<file path="config.mk">
export PLATFORM = sky130hd
export DESIGN_NAME = rr_bus_arbiter
export DESIGN_NICKNAME = d
export VERILOG_FILES = /design/src/rtl/rr_bus_arbiter.sv
export SDC_FILE = /design/constraint.sdc
export NUM_CORES = 1
export LEC_CHECK = 0
export ABC_AREA = 1
export BUFFER_PORTS_ARGS = -buffer_cell sky130_fd_sc_hd__buf_2
export CORE_MARGIN = 3
export CORE_UTILIZATION = 30
export CTS_BUF_LIST = sky130_fd_sc_hd__clkbuf_4 sky130_fd_sc_hd__clkbuf_8
export DETAILED_ROUTE_END_ITERATION = 12
export GPL_TIMING_DRIVEN = 1
export MAX_ROUTING_LAYER = met4
export SYNTH_ARGS = -nofsm -noshare
export SYNTH_HDL_FRONTEND = slang
export SYNTH_SLANG_ARGS = --single-unit
</file>
<file path="constraint.sdc">
create_clock -name i_clk -period 1.7 [get_ports i_clk]
set_input_delay 0.17 -clock i_clk [delete_from_list [all_inputs] [get_ports i_clk]]
set_output_delay 0.17 -clock i_clk [all_outputs]
set_load 0.005 [all_outputs]
</file>
<file path="src/rtl/rr_bus_arbiter.sv">
// rr_bus_arbiter: round-robin owner of a shared tristate bus with a one-cycle
// turnaround gap and a hold limit; all outputs are registered.
module rr_bus_arbiter #(
    parameter int N        = 4,
    parameter int MAX_HOLD = 8
) (
    input  logic                 i_clk,
    input  logic                 i_rst_n,
    input  logic [N-1:0]         i_req,
    input  logic                 i_done,
    output logic [N-1:0]         o_gnt,
    output logic [$clog2(N)-1:0] o_gnt_id,
    output logic                 o_busy,
    output logic                 o_timeout
);
    localparam int IW = $clog2(N);
    localparam int HW = $clog2(MAX_HOLD);

    typedef enum logic [1:0] {IDLE, OWN, GAP} state_t;

    state_t          r_state, w_state;
    logic [IW-1:0]   r_ptr, w_ptr, r_owner, w_owner, w_win;
    logic [HW-1:0]   r_hcnt, w_hcnt;
    logic [N-1:0]    w_gnt;
    logic            w_timeout, w_limit, w_release;

    // Lowest offset from the pointer wins, so scan offsets high to low.
    always_comb begin
        w_win = '0;
        for (int i = N - 1; i >= 0; i--)
            if (i_req[(int'(r_ptr) + i) % N]) w_win = IW'((int'(r_ptr) + i) % N);
    end

    assign w_limit   = r_hcnt == HW'(MAX_HOLD - 1);
    assign w_release = i_done || !i_req[r_owner] || w_limit;

    always_comb begin
        w_state   = r_state;
        w_ptr     = r_ptr;
        w_owner   = r_owner;
        w_hcnt    = r_hcnt;
        w_gnt     = '0;
        w_timeout = 1'b0;
        case (r_state)
            IDLE, GAP: begin
                w_state = IDLE;
                if (|i_req) begin
                    w_state = OWN;
                    w_owner = w_win;
                    w_hcnt  = '0;
                    w_gnt   = N'(1) << w_win;
                end
            end
            OWN: begin
                if (w_release) begin
                    w_state   = GAP;
                    w_ptr     = (r_owner == IW'(N - 1)) ? '0 : r_owner + 1'b1;
                    w_timeout = !i_done && i_req[r_owner];
                end else begin
                    w_hcnt = r_hcnt + 1'b1;
                    w_gnt  = N'(1) << r_owner;
                end
            end
            default: w_state = IDLE;
        endcase
    end

    always_ff @(posedge i_clk or negedge i_rst_n) begin
        if (!i_rst_n) begin
            r_state   <= IDLE;
            r_ptr     <= '0;
            r_owner   <= '0;
            r_hcnt    <= '0;
            o_gnt     <= '0;
            o_gnt_id  <= '0;
            o_busy    <= 1'b0;
            o_timeout <= 1'b0;
        end else begin
            r_state   <= w_state;
            r_ptr     <= w_ptr;
            r_owner   <= w_owner;
            r_hcnt    <= w_hcnt;
            o_gnt     <= w_gnt;
            o_gnt_id  <= (w_state == OWN) ? w_owner : '0;
            o_busy    <= |w_gnt;
            o_timeout <= w_timeout;
        end
    end
endmodule

</file>
==> summary.txt, run 1 <==
Setup path
  – Top cell family by delay on the critical path: simple AND/OR/NAND/NOR gates
  – CP dominant cell by count: nand2_2
  – Worst R2R Path Depth: 11
  – CP Class: reg -> reg
  – Max stage delay on crit path: 470 ps
  – Critical Path RT: about 1900 ps
  – Worst Path Arrival: roughly 1800 ps
  – CP Launch Type: register
  – CP Capture Type: register
  – CP max FO: 6
  – Reg2Reg Capture Point: o_busy
  – Internal reg-to-reg setup slack: about 130 ps
  – WP buf/inv: 2
  – Crit-path cells: buf_2 -> o21ai_2 -> nand2_2 -> nand3_2 -> nand3_1 -> nand2_2 -> inv_2 -> nand2_1 -> nand2_2 -> nor2_2 -> nand2_1
  – Critical path's slowest cell: dfrtp_2
  – Worst r2r src: r_ptr[0]

Synthesis
  – Library cells used by synthesis: 23
  – Syn Inst Count: between 100 and 150
  – Synth Area in Adders: under 10%
  – Post-synthesis compound-gate area fraction: between 8 and 9%
  – Post-synthesis simple-gate area fraction: between 30% and 40%
  – Mapped Area: 1030 sq um
  – Sequential-to-total area share from yosys stat: approximately two fifths
  – Mean area per synthesized cell: between 8 and 9 sq um
  – Xor and xnor area share after synthesis: 0%
  – FF+latch count, synth: 17
  – Synthesis Warnings: 0
  – Post-synthesis mux area share: 0%
  – Synth Net Count: roughly 140
  – Largest family of logic cells by synthesized area: simple AND/OR/NAND/NOR gates

Die
  – Row Count: 20
  – Die Area: roughly 4200 sq um
  – I/O pin count: 15
  – Effective utilization at floorplan: about a third
  – Core area: about 3200 sq um
  – Die W: 64.5 microns
  – Die height: between 60 and 70 microns

Drt
  – Antenna Nets Post-Route: 0
  – TritonRoute pass-1 iters: 4
  – Routed vias: ~850
  – DRC violations left: 0
  – Vias/cell: 4.42
  – DRT iter0 DRCs: 19
  – Final wirelength: just under 2 mm
  – Routed WL per cell: between 10 and 15 microns

STA
  – Final setup fails: 0
  – Tcrit/Tclk final: approximately 90%
  – Slew Limit Fails: 0
  – Max_slew headroom: 75.4%
  – RSZ-0062 raised after global routing: false
  – Clock Skew: ~1.5 ps
  – Setup ws final: ~130 ps
  – Final min period: 1570 ps
  – Least-Margin Pin Slew: between 300 and 400 ps
  – FMAX: 637 MHz
  – Setup TNS: 0 ps
  – Final hold viol count: 0

Global route
  – Met1 usage: roughly an eighth
  – Initial antenna violation count: 0
  – Vias in the first global route: about 800
  – Largest net degree at the start of global routing: 18
  – Met2 usage: between 10% and 20%
  – M3 GR Usage: between 2 and 2.5%
  – Busiest grt layer: met2
  – Total grt overflow: 0
  – First-pass GRT wire length: about 3.3 mm
  – Overall routing resource usage: between 10% and 20%

Job
  – Max capacitance violation total: 0

Placement
  – Setup Slack @ Placement: roughly 41 ps
  – GP Congestion: just under 0.9
  – I/O Buffers: 14
  – Placed cell count: ~190
  – Area after DPL: 1150 sq um
  – HPWL Detailed: roughly 1.6 mm

Final layout
  – Final core utilization: 38.0%
  – Diode count: 0
  – Final #Nets: 163
  – Layout cells sized above 1: between 30% and 40%
  – Finished Cell Area: between 1000 and 1500 sq um
  – Non-Filler Instances: approximately 190
  – P&R area growth vs syn: 16.8%

Worst hold path
  – Hold depth: 3
  – Hold EP: o_timeout
  – Worst hold path class: in -> reg
  – Hold_sp: i_done

Pwr
  – Leakage: between 0.6 and 0.7 nW
  – Max VDD drop: between 0.0003 and 0.0004 V
  – PwrDens: 1750 nW/um^2

Clock network
  – Clock insertion delay at the later pin of the skew report: 290 ps
  – CTS Buffer Depth: 2
  – Root buffer cell: clkbuf_4
  – Worst-path clk slew: approximately 100 ps
  – H-tree levels: 1
  – CTS tree: built
  – TritonCTS Sinks: 17
  – Num CTS Buffers: 3

Outcome
  – Status: complete, no violations
report_power, final:
part	total, mW	internal, mW	switching, mW
Combinational	1.22	0.462	0.761
Clock	0.218	0.0875	0.130
Sequential	0.660	0.554	0.106
registers in the layout, indices dropped and copies added, names as in the netlist:
name,cells
o_gnt,4
o_busy,1
r_hcnt,3
r_ptr,2
r_owner,2
o_timeout,1
o_gnt_id,2
r_state,2
cells in the mapped netlist (all sizes together):
library cell	number	area share, %
a21oi	6	3.3
and3	1	0.61
buf	1	1.1
clkinv	1	0.49
dfrtp	17	41
ha	6	7.3
inv	18	6.6
nand2	53	23
nand3	10	6.8
nand4	1	0.61
nor2	7	3.8
o21ai	5	2.8
o21bai	1	1.8
o31ai	1	0.73
cell usage in the layout, fill, tap and decap left out, types with 2 or more instances in the layout:
cell type  netlist  routed
nand3_1          6       6
inv_2            8       8
ha_1             6       6
clkbuf_4         0       3
o21ai_1          3       3
dfrtp_1         17      16
buf_4            0       2
nand2_2         10      10
a21oi_1          5       5
inv_1           10      10
nand3_2          4       4
nor2_2           2       2
nand2_1         42      42
nor2_1           4       4
clkinv_2         1       2
buf_2            0      15
layer usage:
metal / share of wire, % / wire (microns)
met5: 0 / 0
met4: 0 / 0
met3: 2.7 / 53
met2: 51 / 991
met1: 46 / 906
final cells by class:
cell class,instances,area (sq um)
inverter,19,72.6
fill,336,1950
sequential,17,427
clock buffer,3,22.5
timing repair buffer,18,100
clock inverter,1,5.00
tap,44,55.1
multi-input combinational,91,517
worst register-to-register path, delay by kind of cell, from the launching register on:
kind / cells / cell delay (ps)
simple gates: 8 / 630
flops: 1 / 470
buf+inv: 2 / 220
compound gates: 1 / 160
repair_timing:
| action | in CTS | in global routing |
|---|---|---|
| endpoints found under the hold margin | 17 | 0 |
| hold buffers | 1 | 0 |
| setup endpoints to repair | 0 | 4 |
| buffers inserted | 0 | 2 |
| resized for setup | 0 | 2 |
cell families after synthesis:
| family | count (synthesis) |
|---|---|
| and+or+nand+nor | 72 |
| buffers and inverters | 20 |
| DFF | 17 |
| AOI/OAI and AO/OA | 13 |
| adders and majority gates | 6 |
how the worst max path moves through the flow:
stage,from,end,cells past startpoint
floorplan,r_ptr[0],o_busy,13
global placement,r_ptr[0],o_busy,13
detailed placement,r_ptr[0],o_busy,13
CTS,r_ptr[0],o_busy,13
global route,r_ptr[0],o_busy,11
finish,r_ptr[0],o_busy,11
per-stage QoR:
| stage | hold slack [ps] | power [mW] |
|---|---|---|
| detailed placement | 109 | 1.86 |
| CTS | 169 | 2.09 |
| floorplan | -126 | 1.62 |
| global placement | 108 | 1.84 |
| global route | 171 | 2.33 |
| finish | 185 | 2.10 |
Power figures use the tool's default switching activity.
==> run 2, diff against run 1 <==
CELL_PAD_IN_SITES_DETAIL_PLACEMENT = 0   (was unset)
CELL_PAD_IN_SITES_GLOBAL_PLACEMENT = 1   (was unset)
CORE_MARGIN = 1   (was 3)
PLACE_DENSITY_LB_ADDON = 0.1   (was unset)
==> run 2 against run 1 <==
Net effect: sequential power up 2%; wire length up 9.8%; clock-buffer cell count unchanged; clock skew up 11 ps; register-to-register slack about the same.
==> summary.txt, run 2 (synthesized netlist as in run 1, its figures left out) <==
Final layout
  – Final core utilization: between 40% and 50%
  – Largest register FFs: 4
  – Finished Cell Area: about 1300 sq um
  – Commonest non-fill, non-tap cell in the layout: nand2_1
  – Diode count: 0
  – Final #Nets: roughly 170
  – Largest reg by FF count: o_gnt
  – Non-Filler Instances: slightly below 200
  – Layout cells sized above 1: between 30% and 40%
  – Biggest regs: o_gnt (4), r_hcnt (3)
  – P&R area growth vs syn: 23.3%
  – Commonest non-fill, non-tap cells in the layout: 40 x nand2_1, 15 x dfrtp_1, 14 x buf_2

Pwr
  – Max VDD drop: roughly 0.0007 V
  – Total power: 2.29 mW
  – PwrDens: ~1800 nW/um^2
  – Leakage: ~0.71 nW

STA
  – Max_slew headroom: 73.5%
  – Final setup fails: 0
  – Slew Limit Fails: 0
  – Least-Margin Pin Slew: just under 400 ps
  – Tcrit/Tclk final: 92.4%
  – Final min period: around 1600 ps
  – Hold Slack: 168 ps
  – Setup TNS: 0 ps
  – Final hold viol count: 0
  – Clock Skew: ~12 ps
  – FMAX: about 640 MHz
  – Setup ws final: about 130 ps

Drt
  – Final wirelength: between 2 and 2.5 mm
  – DRC violations left: 0
  – DRT iter0 DRCs: 17
  – Routed vias: around 850
  – Antenna Nets Post-Route: 0
  – Routed WL per cell: between 10 and 15 microns
  – Vias/cell: 4.36
  – TritonRoute pass-1 iters: 2

Die
  – Die Area: between 3000 and 4000 sq um
  – Die height: roughly 60 microns
  – Row Count: 20
  – Die W: 60.5 microns
  – Effective utilization at floorplan: roughly 33%
  – I/O pin count: 15
  – Core area: 3150 sq um

Placement
  – HPWL Detailed: 1.65 mm
  – GP Congestion: 0.806
  – Placed cell count: 187
  – I/O Buffers: 14
  – Setup Slack @ Placement: around 170 ps
  – Area after DPL: ~1200 sq um

Global route
  – Overall routing resource usage: between 10% and 20%
  – Largest net degree at the start of global routing: 18
  – First-pass GRT wire length: between 3 and 4 mm
  – Initial antenna violation count: 0
  – Vias in the first global route: just over 800
  – Total grt overflow: 0

Clock network
  – TritonCTS Sinks: 17
  – CTS tree: built
  – CTS Buffer Depth: 2
  – H-tree levels: 1
  – Root buffer cell: clkbuf_4
  – Worst-path clk slew: 110 ps
  – Num CTS Buffers: 3
  – Clock insertion delay at the later pin of the skew report: around 300 ps

Setup path
  – Critical path's slowest cell: dfrtp_2
  – CP Launch Type: register
  – CP dominant cell by count: nand2_1
  – Critical Path RT: approximately 1900 ps
  – Worst R2R Path Depth: 13
  – Worst Path Arrival: approximately 1800 ps
  – Max stage delay on crit path: 480 ps
  – CP max FO: 6
  – CP Capture Type: register
  – CP Class: reg -> reg
  – Crit-path cells: buf_6 -> nand2_4 -> nand3_2 -> nand2_1 -> nand3_2 -> nand2_1 -> nand2_1 -> nand2_2 -> inv_2 -> nand2_2 -> nand2_2 -> nor2_2 -> nand2_1
  – Internal reg-to-reg setup slack: about 130 ps

Worst hold path
  – Hold depth: 3
  – Worst hold path class: in -> reg

Outcome
  – Status: complete, no violations

Job
  – Max capacitance violation total: 0
==> run 2: cell types whose count changed in the layout (fill, tap and decap cells not counted), sizes merged <==
cell,delta
buf,+2
==> run 2: final timing paths <==
kind | from | end
worst max-delay path | r_ptr[0] | o_busy
worst min-delay path | i_done | o_timeout
worst max register to register | r_ptr[0] | o_busy
worst min register to register | r_hcnt[2] | r_hcnt[2]
max in group asynchronous | i_rst_n | r_ptr[0]
min in group asynchronous | i_rst_n | r_state[1]
==> run 2: per-layer routing <==
layer	global-route usage [%]	wire (microns)	part of all wire (%)	vias up
met2	21.7	1020	48	11
met4	4.87	20	0.93	0
met1	18.1	1040	49	391
met3	3.20	52	2.4	2
met5	-	0	0	-
li1	-	-	-	447
==> run 2: critical path: cells and delay by family, from the launching register on <==
family / cells / cell delay, ps
simple gates: 11 / 770
flops: 1 / 480
buf+inv: 2 / 190
==> run 2: final cells by class <==
cell class	count	area [sq um]
multi-input cells	91	552
repair buffers	20	125
well taps	44	55.1
clock inverters	1	5.00
inverters	19	77.6
fillers	362	1890
flip-flops and latches	17	428
clock buffers	3	22.5
==> run 2: timing repair <==
item                       in CTS  in global routing
setup buffers                   0                  3
hold buffers                    1                  0
setup endpoints to repair       0                  2
hold endpoints to repair       17                  0
resized for setup               0                 13
==> run 2: power by group <==
| group | switching (mW) | internal (mW) |
|---|---|---|
| sequential | 0.116 | 0.556 |
| clock | 0.133 | 0.0875 |
| combinational | 0.827 | 0.572 |
| total | 1.08 | 1.22 |
==> run 3, diff against run 2 <==
PLACE_DENSITY = 0.67   (was unset)
PLACE_DENSITY_LB_ADDON = unset   (was 0.1)
==> run 3 against run 2 <==
Net effect: power decreased by 6.5%; via count fell by 1.8%; largest cell class unchanged; largest power group unchanged; setup slack improved by 47 ps; final area down 4.3%; sequential share of layout area grew 1.4 points; wire length decreased by 7.2%; critical path depth unchanged; non-clock buffer count down 1; global-route usage fell by 0.72 points; clock power hardly changed; worst hold slack is essentially flat; clock skew up 2.1 ps.
==> summary.txt, run 3 (synthesized netlist as in run 1, its figures left out) <==
Clock network
  – Root buffer cell: clkbuf_4
  – H-tree levels: 1
  – CTS tree: built
  – Num CTS Buffers: 3
  – Clock insertion delay at the later pin of the skew report: approximately 290 ps
  – CTS Buffer Depth: 2
  – TritonCTS Sinks: 17
  – Worst-path clk slew: about 110 ps

Die
  – I/O pin count: 15
  – Die height: 60.5 microns
  – Die W: a little over 60 microns
  – Effective utilization at floorplan: 32.5%
  – Core area: between 3000 and 4000 sq um
  – Row Count: 20
  – Die Area: around 3700 sq um

STA
  – Least-Margin Pin Slew: between 300 and 400 ps
  – RSZ-0062 raised after global routing: false
  – Final setup fails: 0
  – Clock Skew: around 14 ps
  – Tcrit/Tclk final: 89.6%
  – Final min period: around 1500 ps
  – Final hold viol count: 0
  – Setup TNS: 0 ps
  – Max_slew headroom: 74.6%
  – FMAX: 656 MHz
  – Slew Limit Fails: 0

Setup path
  – CP max FO: 6
  – CP Capture Type: register
  – Worst R2R Path Depth: 13
  – Internal reg-to-reg setup slack: 180 ps
  – Worst Path Arrival: between 1500 and 2000 ps
  – CP Launch Type: register
  – Reg2Reg Capture Point: o_busy
  – CP Class: reg -> reg
  – Worst r2r src: r_ptr[0]
  – Critical Path RT: between 1500 and 2000 ps

Pwr
  – Total power: between 2 and 2.5 mW
  – Leakage: 0.692 nW
  – PwrDens: about 1800 nW/um^2
  – Max VDD drop: 0.000533 V
  – Internal power: 1.13 mW
  – Clock network fraction of design power: roughly a tenth
  – Switch share: approximately 47%
  – Sequential share of power: 30.5%
  – Combinational group share of total power: around 59%
  – Sw Pwr: between 1 and 1.5 mW

Global route
  – Overall routing resource usage: 13.3%
  – Vias in the first global route: about 800
  – First-pass GRT wire length: roughly 3.4 mm
  – Largest net degree at the start of global routing: 18
  – Initial antenna violation count: 0
  – Total grt overflow: 0

Drt
  – DRC violations left: 0
  – Vias/cell: between 4 and 5
  – TritonRoute pass-1 iters: 4
  – DRT iter0 DRCs: 17
  – Routed vias: roughly 840
  – Antenna Nets Post-Route: 0
  – Final wirelength: between 1.5 and 2 mm
  – Routed WL per cell: between 10 and 15 microns

Worst hold path
  – Hold_sp: i_done
  – Hold depth: 4
  – Worst hold path class: in -> reg
  – Hold EP: r_hcnt[0]

Placement
  – GP Congestion: 0.816
  – HPWL Detailed: 1.55 mm
  – I/O Buffers: 14
  – Area after DPL: ~1200 sq um

Outcome
  – Status: complete, no violations

Job
  – Max capacitance violation total: 0

Final layout
  – Diode count: 0
  – Finished Cell Area: about 1200 sq um
  – Final #Nets: 164
  – Biggest regs: o_gnt (4), r_hcnt (3)
  – Commonest non-fill, non-tap cell in the layout: nand2_1
  – Filler instances: approximately 340
  – Largest reg by FF count: o_gnt
  – P&R area growth vs syn: 18.0%
  – Commonest non-fill, non-tap cells in the layout: 42 x nand2_1, 16 x dfrtp_1, 14 x buf_2
  – Largest register FFs: 4
  – Layout cells sized above 1: between 30% and 40%
-- run 3: cell count changes in the layout (fill, tap and decap cells not counted), moves of 2 or more --
cell / change
nand3_1: +2
inv_2: +2
buf_6: -2
nand2_1: +2
inv_4: -2
-- run 3: how the worst max path moves through the flow --
| stage | from | end | cells past startpoint |
|---|---|---|---|
| global placement | r_ptr[0] | o_busy | 13 |
| floorplan | r_ptr[0] | o_busy | 13 |
| finish | r_ptr[0] | o_busy | 13 |
| global route | r_ptr[0] | o_busy | 13 |
| CTS | r_ptr[0] | o_busy | 13 |
| detailed placement | r_ptr[0] | o_busy | 13 |
-- run 3: stage by stage --
stage	std cells	util, %	setup WS (ps)	hold WS, ps
final	194	38.4	176	168
after CTS	192	37.8	76.7	156
after detailed placement	187	36.6	93.1	119
after floorplan	128	-	331	-126
after global routing	194	38.4	5.25	168
after global placement	187	36.6	113	116
-- run 3: what timing repair did --
item / in CTS / in global routing
endpoints found under the hold margin: 17 / 0
gates resized for setup: 0 / 2
endpoints found under the setup margin: 0 / 2
setup buffers: 0 / 2
hold buffers: 1 / 0
-- run 3: per-layer routing --
metal	vias to the layer above	routed length, microns	share of wire (%)	track usage (%)
met5	-	0	0	-
met4	0	0	0	2.27
met3	0	60	3.0	4.48
met2	11	1020	51	21.0
met1	385	912	46	16.8
li1	440	-	-	-
-- run 3: worst max-delay path, cell delays in order, from the launching register on --
cell and delay [ps]:
dfrtp_2 460, buf_4 150, nand3_1 100, nand2_2 70, inv_1 60, nand3_2 80
nand2_1 60, nand2_1 50, nand2_2 90, inv_2 50, nand2_2 50, nand2_2 50
nor2_2 90, nand2_1 50
-- run 3: power by group through the flow --
| stage | Combinational (mW) | Clock, mW | Sequential (mW) |
|---|---|---|---|
| floorplan | 0.972 | 0 | 0.645 |
| finish | 1.27 | 0.218 | 0.654 |
| CTS | 1.23 | 0.237 | 0.663 |
| global route | 1.47 | 0.251 | 0.675 |
| global placement | 1.23 | 0 | 0.671 |
| detailed placement | 1.22 | 0 | 0.670 |
-- run 3: final cells by class --
class | instances | area (sq um) | area share, %
Multi-Input combinational cell | 91 | 519 | 42.9
Sequential cell | 17 | 427 | 35.2
Timing Repair Buffer | 19 | 110 | 9.09
Inverter | 19 | 72.6 | 5.99
Tap cell | 44 | 55.1 | 4.55
Clock buffer | 3 | 22.5 | 1.86
Clock inverter | 1 | 5.00 | 0.413
